--- src/rtl/ga_pkg.sv ---
// Shared constants and types for the GA40010 raster interrupt logic.
package ga_pkg;

    localparam int unsigned GA_INT_LINE    = 52;
    localparam int unsigned GA_VSYNC_DELAY = 2;
    localparam int unsigned GA_LINE_CNT_W  = 6;

    typedef enum logic {
        VS_IDLE,
        VS_WAIT
    } vs_state_t;

endpackage

--- src/rtl/int_req_latch.sv ---
// Interrupt-request bit: set/clear flop, set wins over clear, updates only on ce.
module int_req_latch (
    input  logic clock,
    input  logic reset_n,
    input  logic ce,
    input  logic set,
    input  logic clr,
    output logic q
);

    // Request state register; set has priority over clear.
    always_ff @(posedge clock or negedge reset_n) begin
        if (!reset_n) begin
            q <= 1'b0;
        end else if (ce) begin
            if (set) begin
                q <= 1'b1;
            end else if (clr) begin
                q <= 1'b0;
            end
        end
    end

endmodule

--- src/rtl/ga_int_gen.sv ---
// Raster interrupt generator: counts HSYNC ends, requests a Z80 interrupt
// every INT_LINE lines, resynchronises to VSYNC, honours ack and RMR clear.
// Optional debug ports are enabled by defining GA_INT_GEN_DEBUG_EN.
module ga_int_gen
    import ga_pkg::*;
#(
    parameter int unsigned INT_LINE    = GA_INT_LINE,
    parameter int unsigned VSYNC_DELAY = GA_VSYNC_DELAY,
    parameter int unsigned CNT_W       = GA_LINE_CNT_W
) (
    input  logic             clock,
    input  logic             reset_n,
    input  logic             ce,
    input  logic             hsync,
    input  logic             vsync,
    input  logic             int_ack,
    input  logic             rmr_clr,
    output logic             int_n
`ifdef GA_INT_GEN_DEBUG_EN
    ,
    output logic [CNT_W-1:0] dbg_cnt,
    output logic [1:0]       dbg_vs_wait
`endif
);

    localparam int unsigned HI_BIT = 5;

    logic             hsync_d;
    logic             vsync_d;
    logic             hs_end;
    logic             vs_rise;
    vs_state_t        state_q;
    vs_state_t        state_d;
    logic [1:0]       wait_q;
    logic [1:0]       wait_d;
    logic             resync;
    logic [CNT_W-1:0] cnt_q;
    logic [CNT_W-1:0] cnt_d;
    logic [CNT_W-1:0] cnt_inc;
    logic             set_req;
    logic             int_req;

    assign hs_end  = ce & hsync_d & ~hsync;
    assign vs_rise = ce & ~vsync_d & vsync;

    // Sync history, VSYNC FSM and line counter registers; all hold when ce=0.
    always_ff @(posedge clock or negedge reset_n) begin
        if (!reset_n) begin
            hsync_d <= 1'b0;
            vsync_d <= 1'b0;
            state_q <= VS_IDLE;
            wait_q  <= '0;
            cnt_q   <= '0;
        end else if (ce) begin
            hsync_d <= hsync;
            vsync_d <= vsync;
            state_q <= state_d;
            wait_q  <= wait_d;
            cnt_q   <= cnt_d;
        end
    end

    // VSYNC resync FSM: arm on vs_rise, count down on hs_end, fire at zero.
    always_comb begin
        state_d = state_q;
        wait_d  = wait_q;
        resync  = 1'b0;
        case (state_q)
            VS_IDLE: begin
                if (vs_rise) begin
                    state_d = VS_WAIT;
                    wait_d  = 2'(VSYNC_DELAY);
                end
            end
            VS_WAIT: begin
                if (hs_end) begin
                    if (wait_q == 2'd1) begin
                        resync  = 1'b1;
                        state_d = VS_IDLE;
                        wait_d  = '0;
                    end else begin
                        wait_d = wait_q - 2'd1;
                    end
                end
            end
            default: begin
                state_d = VS_IDLE;
                wait_d  = '0;
            end
        endcase
    end

    // Counter next value and interrupt set; ack's bit-5 clear is applied on
    // top of the count/wrap/resync result, and rmr_clr overrides everything.
    always_comb begin
        cnt_inc = cnt_q + 1'b1;
        cnt_d   = cnt_q;
        set_req = 1'b0;
        if (hs_end) begin
            if (resync) begin
                cnt_d   = '0;
                set_req = cnt_q[HI_BIT];
            end else if (cnt_inc == CNT_W'(INT_LINE)) begin
                cnt_d   = '0;
                set_req = 1'b1;
            end else begin
                cnt_d = cnt_inc;
            end
        end
        if (int_ack) begin
            cnt_d[HI_BIT] = 1'b0;
        end
        if (rmr_clr) begin
            cnt_d = '0;
        end
    end

    int_req_latch u_req (
        .clock   (clock),
        .reset_n (reset_n),
        .ce      (ce),
        .set     (set_req & ~rmr_clr),
        .clr     (int_ack | rmr_clr),
        .q       (int_req)
    );

    assign int_n = ~int_req;

`ifdef GA_INT_GEN_DEBUG_EN
    assign dbg_cnt     = cnt_q;
    assign dbg_vs_wait = wait_q;
`endif

endmodule

--- config.mk ---
export PLATFORM = sky130hd
export DESIGN_NAME = ga_int_gen
export DESIGN_NICKNAME = d
export VERILOG_FILES = /design/src/rtl/ga_pkg.sv /design/src/rtl/int_req_latch.sv /design/src/rtl/ga_int_gen.sv
export SDC_FILE = /design/constraint.sdc
export NUM_CORES = 1
export LEC_CHECK = 0
export ABC_AREA = 1
export BUFFER_PORTS_ARGS = -buffer_cell sky130_fd_sc_hd__buf_4
export CAP_MARGIN = 10
export CORE_MARGIN = 8
export CORE_UTILIZATION = 45
export CTS_BUF_LIST = sky130_fd_sc_hd__clkbuf_16
export DETAILED_ROUTE_END_ITERATION = 8
export GPL_ROUTABILITY_DRIVEN = 0
export GPL_TIMING_DRIVEN = 0
export PLACE_DENSITY = 0.68
export SLEW_MARGIN = 10
export SYNTH_ARGS = -nofsm -noshare
export SYNTH_HDL_FRONTEND = slang
export SYNTH_SLANG_ARGS = --single-unit
--- constraint.sdc ---
create_clock -name clock -period 1.4 [get_ports clock]
set_input_delay 0.28 -clock clock [delete_from_list [all_inputs] [get_ports clock]]
set_output_delay 0.28 -clock clock [all_outputs]
set_load 0.1 [all_outputs]
# Yosys cells after proc, flatten, opt, wreduce, memory -nomap -nowiden
# Cells that the tools add are included.
# classes
n_addsub	2
n_eq_ne	4
n_mux	21
bitwise_logic	11
reduce_logical	7
# ops
op	count
6-bit 2-to-1 mux	4
1-bit 2-to-1 mux	12
6-bit by 1-bit adder with 6-bit output (second input constant)	1
6-bit equality test (second input constant)	1
2-bit 2-to-1 mux	3
2-bit AND reduction	3
1-bit bitwise AND	5
1-bit inverter	5
2-bit inequality test (second input constant)	2
2-bit one-hot mux with 2 select lines	1
2-bit nonzero test	2
3-bit AND reduction	1
3-bit nonzero test	1
2-bit by 1-bit equality test with 1-bit output (second input constant)	1
1-bit one-hot mux with 2 select lines	1
2-bit by 1-bit subtractor with 2-bit output (second input constant)	1
1-bit bitwise OR	1
# totals
register_bits	12
wordCells	52

# Logic depth before layout (Yosys ltp)
# logic_depth
word_depth	9
mapped_depth	9
mapped_depth_nobuf	9

# Modules after synthesis
# From an unflattened synthesis, not the netlist that was laid out.
# unflattened
hier_cells	98
area_unflattened_um2	745.7
# modules_own_cells
module	instances	cells_each	area_per_inst_um2
ga_int_gen	1	93	705.7
int_req_latch	1	5	40.0

# Least setup slack after synthesis
# No wires, ideal clock.
# synth_timing
path_type	register to output
startpoint	register u_req.q
endpoint	output port int_n
arrival_time_ns	0.941
slack_ns	0.179
stages_incl_launch_ff	2
n_path_buf	0
path_cell_list	dfrtp_1 inv_1
# synth_between
elab_chain_len	1
# synth_rtl
element	line	source
start, declared	int_req_latch.sv:8	output logic q
start signal, assigned	int_req_latch.sv:14	q <= 1'b0;
start signal, assigned	int_req_latch.sv:17	q <= 1'b1;
start signal, assigned	int_req_latch.sv:19	q <= 1'b0;
1-bit inverter	ga_int_gen.sv:127	assign int_n = ~int_req;
end, declared	ga_int_gen.sv:18	output logic int_n
# Every way passes these cells.

# Final worst setup path
# layout_timing
startpoint	register cnt_q[1]
endpoint	register cnt_q[4]
# layout_between
elab_chain_len	6
# layout_rtl
element	line	source
start, declared	ga_int_gen.sv:37	logic [CNT_W-1:0] cnt_q;
start signal, assigned	ga_int_gen.sv:59	cnt_q <= cnt_d;
6-bit by 1-bit adder with 6-bit output *	ga_int_gen.sv:96	cnt_inc = cnt_q + 1'b1;
6-bit equality test	ga_int_gen.sv:103	end else if (cnt_inc == CNT_W'(INT_LINE)) begin
6-bit 2-to-1 mux *	ga_int_gen.sv:103	
6-bit 2-to-1 mux *	ga_int_gen.sv:100	if (resync) begin
6-bit 2-to-1 mux *	ga_int_gen.sv:99	if (hs_end) begin
6-bit 2-to-1 mux *	ga_int_gen.sv:113	if (rmr_clr) begin
# Every way passes the cells marked *; elsewhere a longest branch is shown, timed or not. The select of a mux whose other input is x is not followed.
# A chain may end at the register's enable or synchronous reset.

==> results.py <==
metrics = {
    "layout": {
        "antenna_cells": 0,
        "areaGrowthSynthToFinish_pct": 21.56,
        "area.sequential_um2": 300.3,
        "nets": 111,
        "finalNonFillerCells": 117,
        "finish.utilization_pct": 58.78,
        "drive_gt1_share_pct": 21.78,
        "multi_input_area_um2": 377.9,
        "fillers": 149,
    },
    "grt": {
        "antenna_found_initial": 0,
        "grt_pass1_vias": 548,
        "grt_max_degree": 13,
        "overflow": 0,
        "grt_use_total_pct": 8.868,
        "grt_first_pass_wirelength_mm": 2.297,
    },
    "critical_path": {
        "critPathRequiredTime_ns": 1.52,
        "slowest_stage": "dfrtp_1",
        "critPathMaxFanout": 4,
        "cpPeakStageDelay_ns": 0.41,
        "cp-end-kind": "flop",
        "ff2ff_path_depth": 6,
        "cpMostUsedCell": "nand2_1",
        "critPathLaunchType": "flop",
        "rrSetupSlack_ns": 0.1,
        "worstPathArrival_ns": 1.43,
        "r2r-end": "cnt_q[4]",
        "timing.rr.start": "cnt_q[1]",
        "path_class": "flop to flop",
        "path_cells": "ha_1 -> nand2_1 -> nor3_2 -> nand3_2 -> nand3_1 -> nand2_1",
    },
    "clocking": {
        "htreeDepth": 1,
        "path_clk_slew_ns": 0.05,
        "clock_latency_ns": 0.24,
        "cts_buffer_depth": 2,
        "cts_tree": "built",
        "postCtsSetupRepairBufs": 0,
        "clkSinkCount": 12,
        "numCtsBuffers": 3,
        "cts_root_buf": "clkbuf_16",
    },
    "sta": {
        "tightest_slew_ns": 0.2810,
        "fin_crit_ns": 1.304,
        "tns_ns": 0,
        "maxSlewViolCount": 0,
        "fin_skew_ns": 0.004732,
        "relSlewSlack_pct": 81.42,
        "post-route-period-util_pct": 93.12,
        "holdWs_ns": 0.2746,
        "hold_viol_final": 0,
        "finalSetupViolations": 0,
        "max_freq_mhz": 767.0,
    },
    "die": {
        "die_area_mm2": 0.003189,
        "die_h_um": 56.47,
        "die_w_um": 56.47,
        "initial_core_util_pct": 48.36,
        "rows": 14,
        "io-pin-count": 8,
        "core_area_mm2": 0.001524,
    },
    "job": {
        "drv_cap": 0,
    },
    "hold_path": {
        "worstHoldPathType": "input port to flop",
        "min_from": "vsync",
        "hold_depth": 3,
        "hold_path_end": "vsync_d",
    },
    "routing": {
        "drc": 0,
        "vias": 590,
        "vias_per_cell": 5.043,
        "first_pass_iters": 4,
        "wl_per_cell_um": 11.67,
        "wirelength_mm": 1.365,
        "drtIter0Drc": 7,
        "ant_nets": 0,
    },
    "yosys": {
        "synth.top_cells.by_count": "nand2_1, inv_1, dfrtp_1",
        "netlist.area_leader.share_pct": 40.75,
        "ys_ff_latch": 12,
        "synth_flop_cell": "dfrtp_1",
        "synth_top_area_cell": "dfrtp_1",
        "synthCells": 90,
        "syn-num-nets": 99,
        "synth_edf_count": 0,
        "synth.area.top_cells": "dfrtp_1, nand2_1, inv_1",
        "yosysSeqAreaShare_pct": 40.75,
        "postSynth.asyncResetShare_pct": 100.0,
        "postSynthAreaPerCell_um2": 8.188,
        "synth.distinct_cells": 24,
        "netlist_area_um2": 737.0,
        "yosysWarnings": 0,
        "yosysMostFrequentCell": "nand2_1",
    },
    "power_and_ir_drop": {
        "p_leak_nw": 0.4842,
        "p_per_area_mw_per_mm2": 1254,
        "ir_worst_vdd_uv": 746.9,
        "total_power_w": 0.001123,
    },
    "placement": {
        "hpwl_mm": 1.013,
        "io_buffer_count": 6,
        "placedCellCount": 112,
    },
    "run_status": {
        "outcome": "finished clean",
    },
}
[sequential cells by signal (all words and copies together) (netlist names)]
signal,count
hsync_d,1
state_q,1
vsync_d,1
wait_q,2
cnt_q,6
u_req.q,1
[timing repair]
| item | 4_1_cts | 5_1_grt |
|---|---|---|
| endpoints found under the hold margin | 12 | 0 |
| setup endpoints to repair | 0 | 4 |
| gates resized for setup | 0 | 1 |
| hold buffers | 1 | 0 |
[cell usage in the layout (no fill, tap or decap), types with 2 or more instances in the layout]
cell type | netlist | final
nand2_1 | 21 | 21
inv_1 | 13 | 13
dfrtp_1 | 12 | 12
nand3_1 | 7 | 7
o21ai_1 | 6 | 6
nor2_1 | 6 | 6
buf_4 | 0 | 6
o21ai_0 | 3 | 3
a21oi_1 | 3 | 3
clkbuf_16 | 0 | 3
nand2_4 | 2 | 2
nand3_2 | 2 | 2
ha_1 | 2 | 2
[routing by layer]
| layer | global-route usage, % | share of wire (%) |
|---|---|---|
| met2 | 14.26 | 50 |
| met5 | 0 | 0 |
| met4 | 4.124 | 0.88 |
| met1 | 10.40 | 47 |
| met3 | 2.697 | 1.8 |
[critical path: cells and delay by family (launching register included)]
kind | cells | cell delay, ns
fa+ha+maj | 1 | 0.24
flops | 1 | 0.41
simple gates | 5 | 0.54
[cell families after synthesis]
logic type / count (synthesis) / synth area share, %
adders and majority gates: 2 / 3.395
xor gates and xnor gates: 2 / 2.377
and+or+nand+nor: 44 / 31.75
AOI/OAI and AO/OA: 15 / 13.07
buffers and inverters: 15 / 8.659
DFF: 12 / 40.75
[power breakdown]
group / internal [W] / switching (W)
Clock: 0.000377 / 0.000152
Combinational: 0.0000681 / 0.000100
Sequential: 0.000393 / 0.0000332
Total: 0.000837 / 0.000286
[worst max-delay path by stage]
stage / startpoint / to / slack [ns]
floorplan: u_req.q / int_n / 0.18
global placement: cnt_q[1] / cnt_q[4] / 0.05
detailed placement: cnt_q[1] / cnt_q[4] / 0.03
CTS: cnt_q[1] / cnt_q[4] / 0.009
global route: cnt_q[0] / cnt_q[4] / -0.007
finish: cnt_q[1] / cnt_q[4] / 0.1
[final cells by class]
type	instances	share of cell area, %
Inverter	14	5.866
Buffer	1	1.257
Sequential cell	12	33.52
Clock buffer	3	8.380
Timing Repair Buffer	7	6.145
Tap cell	16	2.235
Multi-Input combinational cell	63	42.18
Clock inverter	1	0.4190
[metrics by stage]
stage | area, µm² | setup slack (ns)
floorplan | 737.0 | 0.1787
global placement | 802.0 | 0.05435
detailed placement | 802.0 | 0.02734
CTS | 890.9 | 0.008580
global route | 895.9 | -0.006995
finish | 895.9 | 0.09626
Power figures use the tool's default switching activity.
